<file path="src/rtl/aes_round_key_gen.sv">
// -----------------------------------------------------------------------------
// aes_round_key_gen
//   Iterative AES-128 key schedule. The current round key is held in a register
//   and the next one is derived from it on each advance request, so the full
//   11-key schedule is never stored.
//
// Ports
//   clk        in   1    system clock, rising edge
//   rst        in   1    asynchronous reset, active-high
//   load       in   1    capture key_in as round key 0 (wins over advance)
//   key_in     in   128  cipher key, byte 0 in [127:120]
//   advance    in   1    step to next round key; ignored unless key_valid
//   round_key  out  128  current round key (registered)
//   round_idx  out  4    index of round_key, 0..10
//   key_valid  out  1    round_key/round_idx are meaningful
//   done       out  1    one-cycle pulse when the round 10 key is consumed
//
// Also contains aes_sbox, the combinational AES S-box used by SubWord.
// -----------------------------------------------------------------------------

// -----------------------------------------------------------------------------
// aes_sbox
//   Combinational AES S-box: multiplicative inverse in GF(2^8) followed by the
//   FIPS-197 affine transform.
// Ports
//   in_i   in   8   input byte
//   out_o  out  8   substituted byte
// -----------------------------------------------------------------------------
module aes_sbox (
   input  logic [7:0] in_i,
   output logic [7:0] out_o
);

   function automatic logic [7:0] gf_mul(input logic [7:0] a, input logic [7:0] b);
      logic [7:0] p;
      logic [7:0] aa;
      p  = '0;
      aa = a;
      for (int unsigned i = 0; i < 8; i++) begin
         if (b[i]) p = p ^ aa;
         aa = {aa[6:0], 1'b0} ^ (aa[7] ? 8'h1B : 8'h00);
      end
      return p;
   endfunction

   logic [7:0] sq;
   logic [7:0] inv;

   // inv = x^254 = x^(2+4+...+128); this also maps 0 to 0 as the S-box requires.
   always_comb begin
      sq  = in_i;
      inv = 8'h01;
      for (int unsigned i = 1; i < 8; i++) begin
         sq  = gf_mul(sq, sq);
         inv = gf_mul(inv, sq);
      end
      out_o = inv
            ^ {inv[6:0], inv[7]}
            ^ {inv[5:0], inv[7:6]}
            ^ {inv[4:0], inv[7:5]}
            ^ {inv[3:0], inv[7:4]}
            ^ 8'h63;
   end

endmodule

module aes_round_key_gen #(
   parameter int NR    = 10,
   parameter int KEY_W = 128
) (
   input  logic             clk,
   input  logic             rst,
   input  logic             load,
   input  logic [KEY_W-1:0] key_in,
   input  logic             advance,
   output logic [KEY_W-1:0] round_key,
   output logic [3:0]       round_idx,
   output logic             key_valid,
   output logic             done
);

   if (NR != 10 || KEY_W != 128) begin : g_bad_param
      $error("aes_round_key_gen supports only AES-128 (NR=10, KEY_W=128)");
   end

   typedef enum logic {
      IDLE,
      ACTIVE
   } state_t;

   state_t             state_q, state_d;
   logic [KEY_W-1:0]   key_q, key_d;
   logic [3:0]         idx_q, idx_d;
   logic [7:0]         rcon_q, rcon_d;
   logic               valid_q, valid_d;
   logic               done_q, done_d;

   // ---------------- next-key datapath ----------------
   logic [31:0] w0, w1, w2, w3;
   logic [31:0] rot_w3, sub_w3, t_w;
   logic [31:0] n0, n1, n2, n3;
   logic [KEY_W-1:0] next_key;
   logic [7:0]  rcon_next;

   assign w0 = key_q[127:96];
   assign w1 = key_q[95:64];
   assign w2 = key_q[63:32];
   assign w3 = key_q[31:0];

   assign rot_w3 = {w3[23:0], w3[31:24]};

   for (genvar g = 0; g < 4; g++) begin : g_sbox
      aes_sbox u_sbox (
         .in_i  (rot_w3[8*g +: 8]),
         .out_o (sub_w3[8*g +: 8])
      );
   end

   assign t_w = sub_w3 ^ {rcon_q, 24'h000000};
   assign n0  = w0 ^ t_w;
   assign n1  = w1 ^ n0;
   assign n2  = w2 ^ n1;
   assign n3  = w3 ^ n2;
   assign next_key  = {n0, n1, n2, n3};
   assign rcon_next = {rcon_q[6:0], 1'b0} ^ (rcon_q[7] ? 8'h1B : 8'h00);

   // ---------------- state register ----------------
   always_ff @(posedge clk or posedge rst) begin
      if (rst) begin
         state_q <= IDLE;
         key_q   <= '0;
         idx_q   <= '0;
         rcon_q  <= 8'h01;
         valid_q <= 1'b0;
         done_q  <= 1'b0;
      end else begin
         state_q <= state_d;
         key_q   <= key_d;
         idx_q   <= idx_d;
         rcon_q  <= rcon_d;
         valid_q <= valid_d;
         done_q  <= done_d;
      end
   end

   // ---------------- next-state logic ----------------
   always_comb begin
      state_d = state_q;
      key_d   = key_q;
      idx_d   = idx_q;
      rcon_d  = rcon_q;
      valid_d = valid_q;
      done_d  = 1'b0;

      if (load) begin
         state_d = ACTIVE;
         key_d   = key_in;
         idx_d   = '0;
         rcon_d  = 8'h01;
         valid_d = 1'b1;
      end else begin
         unique case (state_q)
            IDLE: begin
               valid_d = 1'b0;
            end
            ACTIVE: begin
               if (advance) begin
                  if (idx_q == 4'(NR)) begin
                     // Final key consumed: key and index hold for inspection.
                     state_d = IDLE;
                     valid_d = 1'b0;
                     done_d  = 1'b1;
                  end else begin
                     key_d  = next_key;
                     idx_d  = idx_q + 4'd1;
                     rcon_d = rcon_next;
                  end
               end
            end
            default: begin
               state_d = IDLE;
               valid_d = 1'b0;
            end
         endcase
      end
   end

   assign round_key = key_q;
   assign round_idx = idx_q;
   assign key_valid = valid_q;
   assign done      = done_q;

endmodule

</file>
<file path="config.mk">
export PLATFORM = sky130hd
export DESIGN_NAME = aes_round_key_gen
export DESIGN_NICKNAME = d
export VERILOG_FILES = /design/src/rtl/aes_round_key_gen.sv
export SDC_FILE = /design/constraint.sdc
export NUM_CORES = 2
export LEC_CHECK = 0
export BUFFER_PORTS_ARGS = -buffer_cell sky130_fd_sc_hd__buf_4
export CORE_UTILIZATION = 32
export DETAILED_ROUTE_END_ITERATION = 10
export PLACE_DENSITY_LB_ADDON = 0.15
export SLEW_MARGIN = 10
export SYNTH_ARGS = -nofsm -noshare
export SYNTH_HDL_FRONTEND = slang
export SYNTH_SLANG_ARGS = --single-unit
</file>
<file path="constraint.sdc">
create_clock -name clk -period 22.6 [get_ports clk]
set_input_delay 4.52 -clock clk [delete_from_list [all_inputs] [get_ports clk]]
set_output_delay 4.52 -clock clk [all_outputs]
set_load 0.1 [all_outputs]
</file>
==> Word-level counts from Yosys, hierarchy flattened <==
Index checks and enable logic that the tools add are counted.
{ "word_totals": {"register_bits": 143, "latch_bits": 0, "ramBits": 0, "rom_bits": 0, "inputBits": 132, "out_inout_bits": 134, "elab_cells": 1635, "memories": 0} }
{ "op_classes": {"add_sub_neg": 1, "multipliers": 0, "div_mod_pow": 0, "n_lt_le_gt_ge": 0, "eq_ne": 4, "shift": 0, "n_mux": 837, "bitwise_logic": 783, "reduce_logical": 4} }
{ "op_table": {"columns": ["op", "n"], "rows": [
  ["8-bit XOR", 744],
  ["8-bit two-way mux", 424],
  ["5-bit two-way mux", 369],
  ["128-bit two-way mux", 4],
  ["32-bit XOR", 5],
  ["4-bit two-way mux", 8],
  ["7-bit two-way mux", 4],
  ["1-bit NOT, first input constant", 28],
  ["6-bit two-way mux", 4],
  ["4-bit NOT", 4],
  ["1-bit two-way mux", 15],
  ["3-bit two-way mux", 4],
  ["2-bit two-way mux", 4],
  ["8-bit by 5-bit XOR with 8-bit output", 1],
  ["4-bit by 1-bit adder with 4-bit output, second input constant", 1],
  ["4-bit equality test, second input constant", 1],
  ["2-bit nonzero test", 2],
  ["3-bit by 2-bit != test with 1-bit output, second input constant", 1],
  ["3-bit != test, second input constant", 1],
  ["3-bit AND reduction", 1],
  ["2-bit != test, second input constant", 1],
  ["1-bit one-hot mux with 2 select lines", 1],
  ["2-bit AND reduction", 1],
  ["1-bit NOT", 1]
]} }

==> Logic depth before layout (Yosys ltp) <==
{ "logic_depth": {"depth_word": 141, "mapped_depth": 68, "depth_no_buf": 57} }

==> By module <==
Synthesis repeated with hierarchy kept, for this count alone.
{ "unflattened": {"hier_cells": 8625, "area_unflattened_um2": 69196.4} }
{ "modules_own_cells": {"columns": ["mod", "instances", "cells_each", "area_per_inst_um2", "seq_area_each_um2"], "rows": [
  ["aes_sbox", 4, 1942, 15220.8, 0.0],
  ["aes_round_key_gen", 1, 857, 8313.0, 3579.7]
]} }

==> Worst setup path before layout <==
No wires, ideal clock.
{ "synth_path": {"kind": "flip-flop to flip-flop", "startpoint": "register key_q[16], in the netlist round_key[16]", "endpoint": "register key_q[63], in the netlist round_key[63]", "arrival_ps": 15608, "required_time_ps": 22475, "path_slack_ps": 6867, "stages_incl_launch_ff": 65, "path_buffers": 9, "cell_sequence": "dfrtp_1 > ha_1 > buf_2 > xor2_1 > mux2i_1 > xor2_1 > inv_2 > ha_1 > buf_1 > nand2_1 > xor2_1 > xnor2_1 > inv_1 > buf_2 > buf_1 > ha_1 > nand2_1 > xor2_1 > (+29 left out) > xnor2_2 > xnor2_2 > xnor2_4 > xnor2_1 > xnor2_2 > xnor3_2 > mux2i_1 > xnor3_1 > a21oi_1 > xnor3_1 > xnor2_2 > xnor3_1 > buf_4 > xor2_1 > xnor2_1 > nand2_1 > xnor2_1 > mux2_2"} }
{ "synth_between": {"elab_chain_len": 135, "word_cells_on_any_way": 390, "classes_between": "mux: 200; bitwise: 190"} }
{ "synth_lines": {"columns": ["element", "line", "source"], "rows": [
  ["from (decl)", "92", "logic [KEY_W-1:0] key_q, key_d;"],
  ["from (signal assigned)", "138", "key_q <= key_d;"],
  ["8-bit two-way mux", "40", "if (b[i]) p = p ^ aa;"],
  ["8-bit XOR", "40", null],
  ["8-bit two-way mux", "40", null],
  ["8-bit XOR", "40", null],
  ["8-bit two-way mux", "40", null],
  ["8-bit XOR", "40", null],
  ["8-bit two-way mux", "40", null],
  ["8-bit XOR", "40", null],
  ["(+119 left out)", null, null],
  ["32-bit XOR *", "119", "assign t_w = sub_w3 ^ {rcon_q, 24'h000000};"],
  ["32-bit XOR *", "120", "assign n0 = w0 ^ t_w;"],
  ["32-bit XOR *", "121", "assign n1 = w1 ^ n0;"],
  ["32-bit XOR *", "122", "assign n2 = w2 ^ n1;"],
  ["128-bit two-way mux *", "168", "if (idx_q == 4'(NR)) begin"],
  ["128-bit two-way mux *", "167", "if (advance) begin"],
  ["128-bit two-way mux *", "162", "unique case (state_q)"],
  ["128-bit two-way mux *", "155", "if (load) begin"]
]} }
Mark *: on every way between the ends. The rest lies on a longest branch, timed or not. The select of a mux whose other input is x is not followed.
A chain may end at the register's enable or synchronous reset.

==> Worst setup path in the final report <==
{ "layout_path": {"startpoint": "register key_q[23], in the netlist round_key[23]", "endpoint": "register key_q[63], in the netlist round_key[63]"} }
{ "layout_between": {"elab_chain_len": 136, "word_cells_on_any_way": 393, "classes_between": "mux: 203; bitwise: 190"} }
{ "layout_lines": {"columns": ["element", "line", "source"], "rows": [
  ["5-bit two-way mux", "41", "aa = {aa[6:0], 1'b0} ^ (aa[7] ? 8'h1B : 8'h00);"],
  ["8-bit XOR", "41", null],
  ["8-bit XOR", "40", null],
  ["8-bit two-way mux", "40", null],
  ["8-bit XOR", "40", null],
  ["8-bit two-way mux", "40", null],
  ["8-bit XOR", "40", null],
  ["8-bit two-way mux", "40", null],
  ["(+120 left out)", null, null],
  ["32-bit XOR *", "119", null],
  ["32-bit XOR *", "120", null],
  ["32-bit XOR *", "121", null],
  ["32-bit XOR *", "122", null],
  ["128-bit two-way mux *", "168", null],
  ["128-bit two-way mux *", "167", null],
  ["128-bit two-way mux *", "162", null],
  ["128-bit two-way mux *", "155", null]
]} }
Marks and branches as above.

==> flow_summary_export.csv <==
group,metric,value,unit
synth,avgSynthCellArea,7.42,um^2
critical_path,crit_fanout,24,
cells_and_area,layout_commonest_cell,"xnor2_1",
sta,tns,0,ns
clock_tree,cts_inserted_buffers,17,
placement,post-place-ws,2.85,ns
cells_and_area,final_area,0.0676,mm^2
clock_tree,clockRootBuffer,"clkbuf_16",
sta,slew_violations,0,
floorplanning,core-area,0.191,mm^2
floorplanning,die-area,0.195,mm^2
placement,port_buffers,265,
clock_tree,cts_setup_buffers,0,
sta,worst_slack,2.72,ns
clock_tree,tritoncts,"yes",
synth,synthCells,8311,
synth,synth.cell_area,0.0617,mm^2
route,wl_per_cell,20.0,um
sta,clock.fmax,50.3,MHz
route,ant_nets,0,
cells_and_area,area_growth,9.63,%
critical_path,cpPeakStageDelay,0.91,ns
sta,finClkSkew,0.0347,ns
floorplanning,ios,266,
sta,rsz0062_at_grt,"false",
synth,ys.flop_type,"dfrtp_1",
placement,hpwl,161000,um
floorplanning,die_h,441,um
sta,setup_viol,0,
outcome,status,"finished, final reports clean",
synth,synth_cell_type_count,102,
cells_and_area,nets,8442,
cells_and_area,ff_latch_area,0.00358,mm^2
floorplanning,start_util,32.3,%
critical_path,endpoint_kind,"flop",
sta,finalCritPeriodShare,88.0,%
placement,dpl_cell_area,0.0670,mm^2
cells_and_area,fillerInstances,20200,
route,wirelength,216000,um
synth,synthArstFlopShare,100,%
route,drt-initial-drc-count,4022,
route,viasPerCell,5.29,
min_path,hold_class,"reg -> reg",
clock_tree,clk_pin_slew,0.07,ns
sta,max-slew-margin-rel,14.8,%
synth,syn_nets,8464,
synth,yosysWarnings,0,
route,drc,0,
grt,grt_pass1_wl,334000,um
sta,tightest_slew,1.27,ns
grt,grt_max_degree,122,
route,vias,57200,
grt,gr-usage-all-layers,21.6,%
floorplanning,rows,160,
synth,ys_seq_area_share,5.80,%
grt,grt_overflow_total,0,
clock_tree,clock-sinks,143,
cells_and_area,multi_input_area,0.0558,mm^2
clock_tree,ctsHoldBuffers,0,
synth,ys_ff_latch,143,
critical_path,r2r-start,"round_key[23]$_DFFE_PP0P_",
clock_tree,htreeDepth,4,
critical_path,arrival,20.27,ns
critical_path,cpMostUsedCell,"xnor2_1",
clock_tree,clockBufferDepth,2,
placement,gp_congestion,0.866,
sta,fin_crit,19.88,ns
route,drt_pass1_iterations,5,
job,maxCapViolCount,0,
floorplanning,die_w,441,um
synth,synth-edff-count,0,
grt,antenna_found_initial,4,
critical_path,required,22.99,ns
grt,grt_pass1_vias,54700,
cells_and_area,drive_gt1_share,11.2,%
critical_path,worstSetupPathType,"reg -> reg",
critical_path,worstSetupStartpointType,"flop",
min_path,holdCritStartpoint,"key_valid$_DFFE_PP0P_",
cells_and_area,mostFrequentLayoutCells,"1683 x xnor2_1, 1157 x nor2_1, 918 x nand2_1",
critical_path,slowest_stage,"dfrtp_1",
clock_tree,cts_resized,0,
clock_tree,clock_latency,0.52,ns
critical_path,critPathLaunch,"round_key[23]$_DFFE_PP0P_",
sta,finalHoldViolCount,0,
-- final timing paths --
| kind | end | cells past startpoint | slack (ns) |
|---|---|---|---|
| hold / removal | key_valid$_DFFE_PP0P_ | 1 | 0.49 |
| setup / recovery | round_key[63]$_DFFE_PP0P_ | 54 | 2.72 |
| hold reg to reg | key_valid$_DFFE_PP0P_ | 1 | 0.49 |
| max in group asynchronous | round_key[54]$_DFFE_PP0P_ | 3 | 17.22 |
| setup reg to reg | round_key[63]$_DFFE_PP0P_ | 54 | 2.72 |
| min in group asynchronous | round_idx[2]$_DFFE_PP0P_ | 2 | 4.11 |
-- registers in the layout, indices dropped and copies added, names as in the netlist --
name,count
done,1
round_key,128
rcon_q,8
state_q,1
round_idx,4
key_valid,1
-- synthesized netlist by cell type (25+ instances only) --
| master | instances | area share [%] |
|---|---|---|
| dfrtp_1 | 142 | 5.8 |
| xnor3_1 | 273 | 10 |
| o21ai_0 | 446 | 3.6 |
| mux2_2 | 49 | 0.89 |
| inv_1 | 69 | 0.42 |
| a211oi_1 | 69 | 0.84 |
| xor2_2 | 25 | 0.66 |
| o31ai_1 | 28 | 0.34 |
| xor2_1 | 484 | 6.9 |
| nor3_1 | 169 | 1.4 |
| o211ai_1 | 48 | 0.58 |
| and3_1 | 33 | 0.33 |
| a221oi_1 | 27 | 0.38 |
| buf_2 | 129 | 1.0 |
| nor2b_1 | 53 | 0.54 |
| clkbuf_1 | 381 | 2.3 |
| nand2_1 | 918 | 5.6 |
| xnor2_2 | 88 | 2.3 |
| a22oi_1 | 63 | 0.77 |
| or3_1 | 26 | 0.26 |
| o221ai_1 | 29 | 0.41 |
| o22ai_1 | 136 | 1.4 |
| nor2_1 | 1159 | 7.1 |
| and2_1 | 58 | 0.59 |
| nand2b_1 | 71 | 0.72 |
| nand3_1 | 153 | 1.2 |
| buf_1 | 56 | 0.34 |
| mux2i_1 | 207 | 3.4 |
| a21o_1 | 30 | 0.37 |
| a21oi_1 | 502 | 4.1 |
| a31oi_1 | 55 | 0.56 |
| xor3_1 | 39 | 1.5 |
| o21ai_1 | 64 | 0.52 |
| xnor2_1 | 1730 | 25 |
-- final cells by class --
cell class                 count  share of cell area (%)
clock inverter                14                   0.248
multi-input combinational   7479                    82.5
sequential                   143                    5.29
timing repair buffer         553                    6.15
clock buffer                  18                   0.649
inverter                      95                   0.538
antenna                        5                  0.0185
tap                         2511                    4.65
-- cells by family (layout without fill, tap and decap cells) --
kind of cell	after synthesis	after routing	synth area share [%]
buffers and inverters	689	680	4.65
other	0	5	0
AO/OA/AOI/OAI	1748	1748	17.5
flip-flops	143	143	5.80
XOR/XNOR	2691	2691	48.0
adder cells (fa/ha/maj)	27	27	0.523
AND/OR/NAND/NOR	2744	2744	18.9
multiplexers	269	269	4.60
-- metal layers --
| metal | wire length [um] | up-vias | global-route usage [%] |
|---|---|---|---|
| met1 | 96000 | 27600 | 28.7 |
| met5 | 0 | - | 0 |
| li1 | - | 28200 | - |
| met2 | 103000 | 1280 | 36.1 |
| met3 | 7650 | 195 | 1.21 |
| met4 | 9130 | 0 | 8.76 |
-- critical path, delay by kind of cell (launching register included) --
| family | cells | cell delay [ns] |
|---|---|---|
| flip-flops | 1 | 0.91 |
| AO/OA/AOI/OAI | 4 | 1.04 |
| XOR/XNOR | 33 | 12.31 |
| buffers and inverters | 2 | 0.79 |
| adder cells (fa/ha/maj) | 3 | 1.55 |
| AND/OR/NAND/NOR | 7 | 1.85 |
| multiplexers | 5 | 1.27 |
-- through the flow --
step	std cells	util, %	hold WS, ns
2_1_floorplan	8311	-	0.485
3_3_place_gp	10800	35.1	0.467
3_5_place_dp	10800	35.1	0.477
4_1_cts	10800	35.4	0.494
5_1_grt	10800	35.4	0.548
6_report	10800	35.4	0.488
Power is left out: the tool's default activity adds up to more than one toggle a clock period on the data nets, which glitch-free logic cannot reach.
